`src/rtl/riscv_pkg.sv`:
```
// riscv_pkg: shared fetch constants and fetch FSM state type
package riscv_pkg;
  localparam int XLEN = 32;
  localparam logic [31:0] NOP_INSTR = 32'h0000_0013;
  typedef enum logic [1:0] {S_REQ, S_WAIT, S_DROP} fetch_state_t;
endpackage

```
`src/rtl/fetch_hold_buf.sv`:
```
// fetch_hold_buf: one-entry {instr,pc} buffer with load/drain/clear and a valid flag
module fetch_hold_buf #(
  parameter int XLEN = riscv_pkg::XLEN
) (
  input  logic            clk,
  input  logic            rst,
  input  logic            load,
  input  logic            drain,
  input  logic            clear,
  input  logic [31:0]     load_instr,
  input  logic [XLEN-1:0] load_pc,
  output logic            valid,
  output logic [31:0]     instr,
  output logic [XLEN-1:0] pc
);
  logic            valid_q, valid_d;
  logic [31:0]     instr_q, instr_d;
  logic [XLEN-1:0] pc_q, pc_d;
  always_comb begin
    valid_d = clear ? 1'b0 : load ? 1'b1 : drain ? 1'b0 : valid_q;
    instr_d = load ? load_instr : instr_q;
    pc_d    = load ? load_pc : pc_q;
  end
  always_ff @(posedge clk) begin
    if (rst) begin
      valid_q <= 1'b0;
      instr_q <= '0;
      pc_q    <= '0;
    end else begin
      valid_q <= valid_d;
      instr_q <= instr_d;
      pc_q    <= pc_d;
    end
  end
  assign valid = valid_q;
  assign instr = instr_q;
  assign pc    = pc_q;
endmodule

```
`src/rtl/fetch_stage.sv`:
```
// fetch_stage: IF stage with one-outstanding imem fetch, redirect/drop FSM and IF/ID register.
// Optional perf counters when FETCH_PERF_EN is defined.
module fetch_stage #(
  parameter int              XLEN      = riscv_pkg::XLEN,
  parameter logic [XLEN-1:0] RESET_PC  = '0,
  parameter logic [31:0]     NOP_INSTR = riscv_pkg::NOP_INSTR
) (
  input  logic            clk,
  input  logic            rst,
  input  logic            stall_f,
  input  logic            stall_d,
  input  logic            flush_d,
  input  logic            pc_src_e,
  input  logic [XLEN-1:0] pc_target_e,
  output logic            imem_req_valid,
  input  logic            imem_req_ready,
  output logic [XLEN-1:0] imem_req_addr,
  input  logic            imem_rsp_valid,
  input  logic [31:0]     imem_rsp_data,
  output logic [31:0]     instr_d,
  output logic [XLEN-1:0] pc_d,
  output logic [XLEN-1:0] pc_plus4_d,
  output logic            valid_d
`ifdef FETCH_PERF_EN
  ,
  output logic [31:0]     perf_fetch_cnt,
  output logic [31:0]     perf_bubble_cnt
`endif
);
  import riscv_pkg::*;
  fetch_state_t    state_q, state_d;
  logic [XLEN-1:0] pc_f_q, pc_f_d, pc_inflight_q, pc_inflight_d;
  logic [31:0]     if_instr_q, if_instr_d;
  logic [XLEN-1:0] if_pc_q, if_pc_d, if_pc4_q, if_pc4_d;
  logic            if_valid_q, if_valid_d;
  logic            hold_valid, hold_load, hold_drain;
  logic [31:0]     hold_instr;
  logic [XLEN-1:0] hold_pc;
  logic            accept, rsp_wait, live_rsp, req_fire, if_keep, new_valid;
  logic [31:0]     new_instr;
  logic [XLEN-1:0] new_pc;
  always_comb begin
    accept         = !stall_d && !flush_d;
    rsp_wait       = state_q == S_WAIT && imem_rsp_valid;
    live_rsp       = rsp_wait && !pc_src_e;
    imem_req_valid = !rst && !pc_src_e && !stall_f && !hold_valid &&
                     (state_q == S_REQ || (rsp_wait && accept));
    req_fire       = imem_req_valid && imem_req_ready;
    hold_drain     = hold_valid && accept && !pc_src_e;
    hold_load      = live_rsp && stall_d && !flush_d;
    // a redirect with a response still in flight must swallow that response later
    state_d        = pc_src_e ? ((state_q != S_REQ && !imem_rsp_valid) ? S_DROP : S_REQ)
                   : req_fire ? S_WAIT
                   : (state_q != S_REQ && imem_rsp_valid) ? S_REQ : state_q;
    pc_f_d         = pc_src_e ? pc_target_e : req_fire ? pc_f_q + XLEN'(4) : pc_f_q;
    pc_inflight_d  = req_fire ? pc_f_q : pc_inflight_q;
    new_valid      = hold_drain || (live_rsp && accept);
    new_instr      = hold_drain ? hold_instr : new_valid ? imem_rsp_data : NOP_INSTR;
    new_pc         = hold_drain ? hold_pc : new_valid ? pc_inflight_q : '0;
    if_keep        = stall_d && !flush_d;
    if_valid_d     = if_keep ? if_valid_q : new_valid;
    if_instr_d     = if_keep ? if_instr_q : new_instr;
    if_pc_d        = if_keep ? if_pc_q : new_pc;
    if_pc4_d       = if_keep ? if_pc4_q : new_valid ? new_pc + XLEN'(4) : '0;
  end
  fetch_hold_buf #(.XLEN(XLEN)) u_hold (
    .clk        (clk),
    .rst        (rst),
    .load       (hold_load),
    .drain      (hold_drain),
    .clear      (pc_src_e),
    .load_instr (imem_rsp_data),
    .load_pc    (pc_inflight_q),
    .valid      (hold_valid),
    .instr      (hold_instr),
    .pc         (hold_pc)
  );
  always_ff @(posedge clk) begin
    if (rst) begin
      state_q       <= S_REQ;
      pc_f_q        <= RESET_PC;
      pc_inflight_q <= '0;
      if_valid_q    <= 1'b0;
      if_instr_q    <= NOP_INSTR;
      if_pc_q       <= '0;
      if_pc4_q      <= '0;
    end else begin
      state_q       <= state_d;
      pc_f_q        <= pc_f_d;
      pc_inflight_q <= pc_inflight_d;
      if_valid_q    <= if_valid_d;
      if_instr_q    <= if_instr_d;
      if_pc_q       <= if_pc_d;
      if_pc4_q      <= if_pc4_d;
    end
  end
  assign imem_req_addr = pc_f_q;
  assign instr_d       = if_instr_q;
  assign pc_d          = if_pc_q;
  assign pc_plus4_d    = if_pc4_q;
  assign valid_d       = if_valid_q;
`ifdef FETCH_PERF_EN
  logic [31:0] fetch_cnt_q, fetch_cnt_d, bubble_cnt_q, bubble_cnt_d;
  always_comb begin
    fetch_cnt_d  = fetch_cnt_q + {31'd0, !if_keep && new_valid};
    bubble_cnt_d = bubble_cnt_q + {31'd0, !if_valid_q};
  end
  always_ff @(posedge clk) begin
    if (rst) begin
      fetch_cnt_q  <= '0;
      bubble_cnt_q <= '0;
    end else begin
      fetch_cnt_q  <= fetch_cnt_d;
      bubble_cnt_q <= bubble_cnt_d;
    end
  end
  assign perf_fetch_cnt  = fetch_cnt_q;
  assign perf_bubble_cnt = bubble_cnt_q;
`endif
endmodule
```
`config.mk`:
```
export PLATFORM = sky130hd
export DESIGN_NAME = fetch_stage
export DESIGN_NICKNAME = d
export VERILOG_FILES = /design/src/rtl/riscv_pkg.sv /design/src/rtl/fetch_hold_buf.sv /design/src/rtl/fetch_stage.sv
export SDC_FILE = /design/constraint.sdc
export NUM_CORES = 1
export LEC_CHECK = 0
export CAP_MARGIN = 40
export CORE_ASPECT_RATIO = 0.5
export CORE_MARGIN = 4
export CORE_UTILIZATION = 45
export CTS_CLUSTER_DIAMETER = 40
export CTS_CLUSTER_SIZE = 10
export DETAILED_ROUTE_END_ITERATION = 8
export PLACE_DENSITY = 0.75
export SYNTH_ARGS = -nofsm -noshare
export SYNTH_HDL_FRONTEND = slang
export SYNTH_SLANG_ARGS = --single-unit
```
`constraint.sdc`:
```
create_clock -name clk -period 3.87 [get_ports clk]
set_clock_uncertainty 0.15 [all_clocks]
set_input_delay 0.774 -clock clk [delete_from_list [all_inputs] [get_ports clk]]
set_output_delay 0.774 -clock clk [all_outputs]
set_load 0.02 [all_outputs]
```
==> flow_summary.yaml <==
status:
  status: "complete, no violations"
worst_setup_path:
  path_class: "input pin to output port"
  critPathMaxStageDelay_ps: 560
  worstPathRequired_ps: 2950
  slowest_stage: "or3b_2"
  startpoint: "flush_d"
  cp-end-kind: "output port"
  cp.arrival_ps: 2490
  r2r_start: "u_hold.valid"
  critPathLaunchType: "input pin"
  path_cells: "clkdlybuf4s50_1 > or3b_2 > a211oi_1 > dlymetal6s2s_1"
  crit_path_max_fanout: 5
global_route:
  antenna_found_initial: 0
  grt_max_degree: 74
  grt_remaining_overflow: 0
  grt_pass1_wl_um: 47270
  grt_pass1_vias: 8839
  track_usage_pct: 24.11
die:
  dieArea_um2: 23540
  row_count: 37
  die_height_um: 110.5
  pin_count: 202
  die_x_um: 213.0
  start_util_pct: 45.91
  core_um2: 20600
routing:
  finalWirelength_um: 29610
  wl_met3_um: 2746
  drt-vias-per-instance: 5.820
  wl_met1_um: 13450
  drc: 0
  dr_wl_met2_um: 12800
  wl_per_cell_um: 18.35
  top_layer: "met4"
  dr.pass1.iters: 8
  num_vias: 9394
  ant_nets: 0
  first_iter_violations: 1290
yosys:
  yosysSeqAreaShare_pct: 48.26
  synth-edff-count: 0
  synth.avg_cell_area_um2: 8.210
  synth_top_family_by_area: "simple AND/OR/NAND/NOR gates"
  async_flop_share_pct: 0
  synth_ff_type: "dfxtp_1"
  synthCells: 1152
  synth_fa_ha_area_share_pct: 0.2646
  synthSimpleGateAreaFrac_pct: 22.50
  yosysWarnings: 0
  synth_cell_types: 59
  synth_nets: 1226
  synthMuxAreaShare_pct: 0.5292
  syn_area_um2: 9458
  synth_xor_area_share_pct: 2.686
  ys_ff_latch: 228
  synth_compound_area_share_pct: 21.71
sta:
  slew_viol_final: 0
  hold_viol: 0
  tns_ps: 0
  tightest_slew_ps: 672.9
  max_slew_margin_pct: 54.98
  clock.fmax_ghz: 0.2933
  period_needed_ps: 3409
  finalSetupViolCount: 0
  period_share_pct: 88.09
  rsz0062_at_grt: "no"
  holdWs_ps: 303.3
layout:
  final_nets: 1413
  area_delta_synth_final_pct: 33.35
  fin_util_pct: 61.22
  diodes: 0
  nFillCells: 1776
  drive_gt1_share_pct: 7.383
  layout_commonest_cell: "nand2_1"
  layout.cells.most_common_list: "nand2_1 (270), dfxtp_1 (228), clkdlybuf4s50_1 (198)"
clock_tree:
  cts_setup_buffers: 0
  root_buffer: "clkbuf_16"
  cts_resized: 0
  clk_pin_slew_ps: 50
  clock_path_buffers: 3
  clock_latency_ps: 520
  numCtsBuffers: 27
  cts_hold_buf: 0
  cts_tree: "done"
  cts_max_level: 1
  cts.sinks: 228
place:
  globalplace.congestion: 0.9184
  dpl.hpwl_um: 20650
  portBuffers: 201
pwr:
  ir_worst_vdd_mv: 0.2001
  powerDensity_nw_per_um2: 394.9
  power_w: 0.004980
  p_leak_nw: 4.216
min_path:
  hp-class: "flop to flop"
  hp-start: "u_hold.instr[31]"
run:
  max_cap_viol_count: 0
-- critical path, delay by kind of cell --
family / cells / cell delay, ps
AOI/OAI and AO/OA: 1 / 320
and+or+nand+nor: 1 / 560
buffers and inverters: 2 / 820
-- final timing paths --
kind	cells past startpoint	slack (ps)	to
worst max-delay path	4	460	imem_req_valid
worst min-delay path	2	300	u_hold.instr[31]
worst max register to register	9	740	pc_plus4_d[26]
worst min register to register	2	300	u_hold.instr[31]
-- state kept, by name, summed over array words and instances, names as in the netlist, 2 cells and up --
signal / flops
state_q: 2
pc_d: 32
pc_inflight_q: 32
u_hold.pc: 32
imem_req_addr: 32
pc_plus4_d: 32
instr_d: 32
u_hold.instr: 32
-- power breakdown --
| part | total, W | switching [W] | internal, W |
|---|---|---|---|
| registers | 0.00241 | 0.0000422 | 0.00237 |
| clock network | 0.00226 | 0.000902 | 0.00136 |
| logic | 0.000305 | 0.000161 | 0.000145 |
| total | 0.00498 | 0.00110 | 0.00388 |
-- logic make-up after synthesis --
family          count (synthesis)
xor+xnor                       29
flops                         228
fa+ha+maj                       2
mux                             5
compound gates                317
buf+inv                        94
simple gates                  477
-- routing by layer --
layer	vias up	global-route usage [%]
met4	0	5.489
met5	-	0
met3	50	4.428
met1	4399	36.15
li1	4454	-
met2	491	35.99
-- final cells by class --
class | count | area (µm²) | area share, %
clock buffer | 28 | 679.4 | 5.387
tap | 273 | 341.6 | 2.708
sequential | 228 | 4564 | 36.19
inverter | 6 | 22.52 | 0.1786
clock inverter | 3 | 65.06 | 0.5159
multi-input combinational | 830 | 4526 | 35.88
timing repair buffer | 246 | 2414 | 19.14
-- cell usage after synthesis (3+ instances only) --
cell | number | area, µm²
a2111oi_2 | 3 | 45.04
a211oi_1 | 4 | 30.03
a21oi_1 | 183 | 915.9
a221oi_1 | 9 | 78.83
a222oi_1 | 32 | 320.3
a22o_1 | 12 | 105.1
a22oi_1 | 19 | 142.6
a31oi_1 | 7 | 43.79
a32o_1 | 5 | 50.05
a32oi_1 | 11 | 96.34
and2_1 | 7 | 43.79
and3_1 | 5 | 31.28
buf_1 | 12 | 45.04
buf_2 | 9 | 45.04
buf_4 | 3 | 22.52
clkbuf_1 | 63 | 236.5
dfxtp_1 | 228 | 4564
inv_1 | 6 | 22.52
mux2i_1 | 5 | 50.05
nand2_1 | 272 | 1021
nand2b_1 | 5 | 31.28
nand3_1 | 20 | 100.1
nand4_1 | 13 | 81.33
nor2_1 | 85 | 319.1
nor2b_1 | 7 | 43.79
nor3_1 | 21 | 105.1
nor4_1 | 12 | 75.07
o21ai_0 | 16 | 80.08
o21bai_1 | 3 | 22.52
o22ai_1 | 3 | 18.77
or2_2 | 4 | 25.02
or3_1 | 6 | 37.54
xnor2_1 | 16 | 140.1
xor2_1 | 13 | 113.9
-- through the flow --
step | std cells | setup slack [ps] | instance area (µm²)
after floorplan | 1152 | 32.47 | 9463
after global placement | 1581 | 65.41 | 11810
after detailed placement | 1583 | 18.65 | 11870
after CTS | 1614 | 52.83 | 12610
after global routing | 1614 | 296.1 | 12610
final | 1614 | 461.0 | 12610
Power figures use the tool's default switching activity.
